## src/rtl/cache_arbiter.sv

```systemverilog
`default_nettype none
// ============================================================================
// Module   : cache_arbiter
// Purpose  : Round-robin arbiter sharing one cacheline memory port between
//            the instruction cache (read-only) and the data cache (read/write).
// Revision : 1.0 - initial release
// ============================================================================
module cache_arbiter #(
    parameter int ADDR_W = 32,
    parameter int LINE_W = 256
) (
    input  logic              clk,
    input  logic              rst,
    input  logic [ADDR_W-1:0] i_address,
    input  logic              i_read,
    output logic [LINE_W-1:0] i_rdata,
    output logic              i_resp,
    input  logic [ADDR_W-1:0] d_address,
    input  logic              d_read,
    input  logic              d_write,
    input  logic [LINE_W-1:0] d_wdata,
    output logic [LINE_W-1:0] d_rdata,
    output logic              d_resp,
    output logic [ADDR_W-1:0] mem_address,
    output logic              mem_read,
    output logic              mem_write,
    output logic [LINE_W-1:0] mem_wdata,
    input  logic [LINE_W-1:0] mem_rdata,
    input  logic              mem_resp
);

    localparam logic [1:0] S_IDLE    = 2'd0;
    localparam logic [1:0] S_SERVE_I = 2'd1;
    localparam logic [1:0] S_SERVE_D = 2'd2;
    localparam logic [1:0] S_DONE    = 2'd3;

    logic [1:0]        state_q, state_d;
    logic              last_d_q, last_d_d;
    logic [ADDR_W-1:0] addr_q, addr_d;
    logic              wr_q, wr_d;
    logic [LINE_W-1:0] wdata_q, wdata_d;

    logic w_i_req;
    logic w_d_req;
    logic w_pick_d;
    logic w_serving;

    assign w_i_req  = i_read;
    assign w_d_req  = d_read | d_write;
    // D wins alone, or on a tie when I held the previous grant.
    assign w_pick_d = w_d_req & (~w_i_req | ~last_d_q);

    always_comb begin
        state_d  = state_q;
        last_d_d = last_d_q;
        addr_d   = addr_q;
        wr_d     = wr_q;
        wdata_d  = wdata_q;
        case (state_q)
            S_IDLE: begin
                if (w_i_req | w_d_req) begin
                    state_d  = w_pick_d ? S_SERVE_D : S_SERVE_I;
                    last_d_d = w_pick_d;
                    addr_d   = w_pick_d ? d_address : i_address;
                    wr_d     = w_pick_d & d_write & ~d_read;
                    wdata_d  = d_wdata;
                end
            end
            S_SERVE_I, S_SERVE_D: begin
                if (mem_resp) begin
                    state_d = S_DONE;
                end
            end
            default: state_d = S_IDLE;
        endcase
    end

    always_ff @(posedge clk or posedge rst) begin
        if (rst) begin
            state_q  <= S_IDLE;
            last_d_q <= 1'b0;
            addr_q   <= '0;
            wr_q     <= 1'b0;
            wdata_q  <= '0;
        end else begin
            state_q  <= state_d;
            last_d_q <= last_d_d;
            addr_q   <= addr_d;
            wr_q     <= wr_d;
            wdata_q  <= wdata_d;
        end
    end

    assign w_serving   = (state_q == S_SERVE_I) | (state_q == S_SERVE_D);
    assign mem_read    = w_serving & ~wr_q;
    assign mem_write   = w_serving & wr_q;
    assign mem_address = addr_q;
    assign mem_wdata   = wdata_q;

    // Completion is forwarded in the same cycle, only to the owning cache.
    assign i_resp  = (state_q == S_SERVE_I) & mem_resp;
    assign d_resp  = (state_q == S_SERVE_D) & mem_resp;
    assign i_rdata = mem_rdata;
    assign d_rdata = mem_rdata;

endmodule
`default_nettype wire

```

## config.mk

```make
export PLATFORM = sky130hd
export DESIGN_NAME = cache_arbiter
export DESIGN_NICKNAME = d
export VERILOG_FILES = /design/src/rtl/cache_arbiter.sv
export SDC_FILE = /design/constraint.sdc
export NUM_CORES = 1
export LEC_CHECK = 0
export ABC_CLOCK_PERIOD_IN_PS = 9450
export CORE_AREA = 2 2 535 537
export CTS_CLUSTER_DIAMETER = 50
export DETAILED_ROUTE_END_ITERATION = 12
export DIE_AREA = 0 0 537 539
export SKIP_CTS_REPAIR_TIMING = 1
export SLEW_MARGIN = 25
export SYNTH_ARGS = -nofsm -noshare
export SYNTH_HDL_FRONTEND = slang
export SYNTH_SLANG_ARGS = --single-unit
```

## constraint.sdc

```tcl
create_clock -name clk -period 9.45 [get_ports clk]
set_input_delay 0.945 -clock clk [delete_from_list [all_inputs] [get_ports clk]]
set_output_delay 0.945 -clock clk [all_outputs]
set_load 0.05 [all_outputs]
```

==> flow_summary.json, run 1 <==
{
  "status": "finished clean",
  "synthDistinctLibCells": 24,
  "ys_ff_latch": 292,
  "fin_nets": 1940,
  "rrSetupSlack_ns": 6.46,
  "cts_buffer_depth": 3,
  "dpl.hpwl_mm": 133.5,
  "path_cells": "inv_1 -> ha_1 -> nor2b_1 -> clkdlybuf4s50_1",
  "final_common_cell": "clkdlybuf4s50_1",
  "fin_area_um2": 23850,
  "gp_congestion": 0.8427,
  "area_growth_pct": 57.81,
  "regArea_um2": 7307,
  "drtPass1Iterations": 7,
  "multi_input_area_um2": 3702,
  "setup_slack_ns": 5.651,
  "worstSetupStartpointType": "register",
  "dp_slack_ns": 5.245,
  "cts_sinks": 292,
  "cp.required_ns": 8.51,
  "final_cells": 5164,
  "core_area_um2": 284000,
  "max_freq_mhz": 263.3,
  "htreeDepth": 2,
  "drt_wl_total_mm": 149.6,
  "antenna_found_initial": 106,
  "worstMarginPinSlew_ns": 1.072,
  "die_h_um": 539,
  "root_buffer": "clkbuf_16",
  "dieArea_um2": 289400,
  "drc": 0,
  "insertion_delay_ns": 0.69,
  "grt_max_degree": 127,
  "final_cell_mix": "601 x clkdlybuf4s50_1, 292 x dfrtp_1, 190 x mux2_2, 66 x mux2_1, 54 x clkbuf_16",
  "switching_power_mw": 5.791,
  "drtIter0Drc": 615,
  "leakagePower_nw": 8.288,
  "synth_cells": 1224,
  "ys_seq_area_frac": 0.4835,
  "criticalPathCategory": "reg -> out",
  "critPathSlowestCell": "clkdlybuf4s50_1",
  "grt_pass1_wl_mm": 174.5,
  "crit_arrival_ns": 2.85,
  "cp_top_family": "buffers and inverters",
  "p_comb_frac": 0.591,
  "synth_area_um2": 15110,
  "rows": 196,
  "hold_viol_final": 0,
  "grt_pass1_vias": 11010,
  "powerDensity_nw_per_um2": 454.9,
  "power_frac_seq": 0.215,
  "clkTransAtPathRegs_ns": 0.06,
  "portBuffers": 617,
  "viasPerCell": 1.990,
  "hold_slack_ns": 0.4895,
  "period_share": 0.4020,
  "vias": 10270,
  "path_max_fanout": 5,
  "numCtsBuffers": 54,
  "layout-drive-gt1-share": 0.2235,
  "critPathLaunch": "state_q[0]",
  "slew_headroom": 0.2831,
  "rsz0062_at_grt": "no",
  "ant_nets": 0,
  "yosys_warnings": 0,
  "setup_violations": 0,
  "slew_viol_final": 0,
  "min_from": "mem_address[15]",
  "cts_tree": "built",
  "crit_path_end_kind": "output port",
  "dieWidth_um": 537,
  "nFillCells": 32880,
  "fin_total_pwr_mw": 10.85,
  "dp.cells": 5060,
  "place_area_um2": 21950,
  "track_usage": 0.1001,
  "cp_slowest_stage_delay_ns": 0.93,
  "hp-class": "reg -> reg",
  "internal_power_mw": 5.058,
  "grt_remaining_overflow": 0,
  "critical_path_buf_inv_count": 2,
  "layout_min_cycle_time_ns": 3.799,
  "final_core_util": 0.08398,
  "wl_per_cell_um": 28.97,
  "synth.net_count": 1810,
  "timing.max_cap.violations": 0,
  "p_clk_frac": 0.194,
  "num_io_pins": 1386,
  "setup_tns_ns": 0,
  "irDropWorstVdd_mv": 0.1865,
  "p_sw_frac": 0.5338,
  "syn_area_per_cell_um2": 12.35,
  "r2r_start": "state_q[0]",
  "fin_skew_ns": 0.04773,
  "start_util": 0.05321
}
==> Yosys cell counts <==
master | number | area [µm²]
buf_4 | 536 | 4024
dfrtp_1 | 292 | 7307
mux2_2 | 190 | 2140
mux2_1 | 66 | 743.2
nand2_1 | 33 | 123.9
mux2i_1 | 32 | 320.3
o21ai_0 | 32 | 160.2
buf_2 | 9 | 45.04
inv_1 | 5 | 18.77
ha_1 | 4 | 50.05
a21o_1 | 3 | 22.52
a22o_1 | 3 | 26.28
and2_1 | 3 | 18.77
buf_1 | 3 | 11.26
clkbuf_1 | 3 | 11.26
nor2b_1 | 2 | 12.51
a211oi_1 | 1 | 7.510
a2bb2oi_1 | 1 | 8.760
a32oi_1 | 1 | 8.760
clkbuf_2 | 1 | 5.000
nor3_1 | 1 | 5.000
o22ai_1 | 1 | 6.260
o2bb2ai_2 | 1 | 15.01
o31ai_4 | 1 | 21.27
==> kinds of logic (layout without fill, tap and decap cells) <==
kind of cell / Yosys count / in the layout / share of synthesized area
compound gates: 44 / 44 / 0.01830
fa+ha+maj: 4 / 4 / 0.003312
buf+inv: 557 / 729 / 0.2723
flops: 292 / 292 / 0.4835
mux: 288 / 288 / 0.2120
other cells: 0 / 6 / 0
simple gates: 39 / 39 / 0.01060
==> power by group through the flow <==
stage	Clock (mW)	Combinational [mW]	Sequential (mW)
after floorplan	0	1.77	4.45
after global placement	0	6.53	2.30
after detailed placement	0	6.52	2.33
after CTS	2.19	6.55	2.33
after global routing	2.23	6.86	2.41
final	2.10	6.41	2.33
==> state kept, by name, summed over array words and instances, names as in the netlist <==
name,count
state_q,2
last_d_q,1
wr_q,1
mem_wdata,256
mem_address,32
==> cell type report <==
cell class                      instances  area share
Sequential cell                       292      0.3064
Timing Repair Buffer                  626      0.2595
Tap cell                             3762      0.1974
Multi-Input combinational cell        375      0.1552
Clock buffer                           66     0.06191
Clock inverter                         32     0.01784
Inverter                                5    0.001102
Antenna cell                            6   0.0006296
==> per-layer routing <==
metal	vias up	track usage	part of all wire
li1	3810	-	-
met1	4807	0.07305	0.25
met2	1115	0.1404	0.39
met3	540	0.1367	0.30
met4	2	0.04643	0.056
met5	-	0.0006662	0.000080
==> final timing paths <==
kind | end | cells after the start
max in group asynchronous | mem_wdata[207] | 4
setup reg to reg | mem_wdata[188] | 6
setup / recovery | mem_read | 4
hold / removal | mem_address[15] | 2
hold reg to reg | mem_address[15] | 2
min in group asynchronous | mem_wdata[32] | 2
==> worst min-delay path, cell delays in order, from the launching register on <==
cell     delay (ns)
dfrtp_1        0.34
nand2_1        0.05
o21ai_0        0.06
Power figures use the tool's default switching activity.
==> run 2: changes to the inputs <==
--- a/config.mk
+++ b/config.mk
@@ -5,11 +5,11 @@
 export SDC_FILE = /design/constraint.sdc
 export NUM_CORES = 1
 export LEC_CHECK = 0
-export ABC_CLOCK_PERIOD_IN_PS = 9450
-export CORE_AREA = 2 2 535 537
+export ABC_CLOCK_PERIOD_IN_PS = 3600
+export CORE_AREA = 2 2 539 541
 export CTS_CLUSTER_DIAMETER = 50
 export DETAILED_ROUTE_END_ITERATION = 12
-export DIE_AREA = 0 0 537 539
+export DIE_AREA = 0 0 541 543
 export SKIP_CTS_REPAIR_TIMING = 1
 export SLEW_MARGIN = 25
 export SYNTH_ARGS = -nofsm -noshare
==> constraint.sdc (replaced) <==
create_clock -name clk -period 3.6 [get_ports clk]
set_input_delay 0.36 -clock clk [delete_from_list [all_inputs] [get_ports clk]]
set_output_delay 0.36 -clock clk [all_outputs]
set_load 0.05 [all_outputs]
==> run 2 against run 1 <==
  * Hold slack got worse by 0.31 ns
  * Critical path depth unchanged
  * Largest power group unchanged
  * Largest cell class unchanged
  * Clock-buffer cell count down 10
  * Core utilization decreased by 0.13 points
==> flow_summary.json, run 2 (synthesized netlist as in run 1, its figures left out) <==
{
  "final_cell_mix": "606 x clkdlybuf4s50_1, 292 x dfrtp_1, 190 x mux2_2, 66 x mux2_1, 45 x clkbuf_16",
  "layout_min_cycle_time_ns": 3.009,
  "start_util": 0.05258,
  "crit_arrival_ns": 2.65,
  "antenna_found_initial": 76,
  "root_buffer": "clkbuf_16",
  "track_usage": 0.09393,
  "irDropWorstVdd_mv": 0.5469,
  "cts_tree": "built",
  "criticalPathCategory": "reg -> out",
  "num_io_pins": 1386,
  "reg2reg_depth": 6,
  "cp_top_family": "buffers and inverters",
  "die_h_um": 543,
  "gp_congestion": 0.7835,
  "path_max_fanout": 5,
  "rows": 197,
  "final_common_cell": "clkdlybuf4s50_1",
  "cp_slowest_stage_delay_ns": 1.00,
  "largest_reg_flops": 256,
  "slew_viol_final": 0,
  "drtPass1Iterations": 5,
  "clkTransAtPathRegs_ns": 0.06,
  "period_share": 0.8357,
  "crit_path_end_kind": "output port",
  "cts_sinks": 292,
  "hold_viol_final": 0,
  "setup_violations": 0,
  "worstSetupStartpointType": "register",
  "nFillCells": 33170,
  "drt_wl_total_mm": 143.3,
  "htreeDepth": 2,
  "leakagePower_nw": 8.232,
  "drc": 0,
  "critical_path_buf_inv_count": 2,
  "dpl.hpwl_mm": 128.9,
  "fin_total_pwr_mw": 27.27,
  "grt_max_degree": 80,
  "wl_per_cell_um": 27.64,
  "layout-drive-gt1-share": 0.2207,
  "fin_area_um2": 23770,
  "cts_buffer_depth": 3,
  "final_cells": 5184,
  "powerDensity_nw_per_um2": 1147,
  "cp.required_ns": 3.24,
  "dieWidth_um": 541,
  "slew_headroom": 0.1883,
  "timing.max_cap.violations": 0,
  "fin_skew_ns": 0.05898,
  "status": "finished clean",
  "dp_slack_ns": 0.9568,
  "portBuffers": 617,
  "path_cells": "inv_1 -> ha_1 -> nor2b_1 -> clkdlybuf4s50_1",
  "numCtsBuffers": 45,
  "hold_slack_ns": 0.1763,
  "area_growth_pct": 57.30,
  "insertion_delay_ns": 0.68,
  "grt_pass1_vias": 10850,
  "place_area_um2": 22210,
  "hp-class": "in -> async",
  "rsz0062_at_grt": "no",
  "setup_slack_ns": 0.5915,
  "critPathSlowestCell": "clkdlybuf4s50_1",
  "drtIter0Drc": 663,
  "fin_nets": 1949,
  "dp.cells": 5097,
  "viasPerCell": 1.955,
  "max_freq_mhz": 332.4,
  "dieArea_um2": 293800,
  "grt_pass1_wl_mm": 167.8,
  "grt_remaining_overflow": 0,
  "worstMarginPinSlew_ns": 1.214,
  "vias": 10130,
  "core_area_um2": 287400,
  "worstSetupPathDepth": 4,
  "ant_nets": 0
}
run 2: changes by cell type in the layout (fill, tap and decap cells not counted), moves of 3 or more:
cell / change
buf_12: +6
buf_2: -7
buf_4: +16
bufinv_16: -3
clkbuf_16: -9
clkbuf_8: -3
clkdlybuf4s50_1: +5
diode_2: -3
inv_6: -3
run 2: cell type report:
cell class,instances,area [µm²],share of cell area
diodes,3,7.507,0.0003158
clock buffers,56,1217,0.05121
clock inverters,28,362.8,0.01526
inverters,5,22.52,0.0009474
multi-input cells,375,3702,0.1557
flip-flops and latches,292,7307,0.3074
well taps,3781,4731,0.1990
repair buffers,644,6421,0.2701
run 2: final timing paths:
kind                                     start              to  slack [ns]
worst max-delay path                state_q[1]        mem_read        0.59
worst min-delay path                       rst   mem_wdata[80]        0.18
worst max register to register      state_q[0]  mem_wdata[159]        1.38
worst min register to register  mem_address[5]  mem_address[5]        0.49
max in group asynchronous                  rst  mem_wdata[105]        2.44
min in group clk                  d_wdata[137]  mem_wdata[137]        0.27
run 2: per-layer routing:
layer | up-vias | GRT usage | share of wire
met4 | 6 | 0.05037 | 0.061
met2 | 1078 | 0.1266 | 0.39
met1 | 4729 | 0.07395 | 0.27
met5 | - | 0.0006576 | 0.00037
met3 | 508 | 0.1223 | 0.28
li1 | 3812 | - | -
run 2: report_power, final:
| part | internal (mW) | total [mW] | switching [mW] | leakage, nW |
|---|---|---|---|---|
| clock | 2.75 | 4.71 | 1.96 | 0.759 |
| sequential | 5.01 | 6.04 | 1.03 | 3.44 |
| combinational | 4.96 | 16.5 | 11.6 | 4.03 |
run 2: per-stage QoR:
step	utilization	TNS (ns)
after CTS	0.08279	0
final	0.08271	0
after detailed placement	0.07729	0
after global placement	0.07731	0
after floorplan	-	-185.47
after global routing	0.08271	0
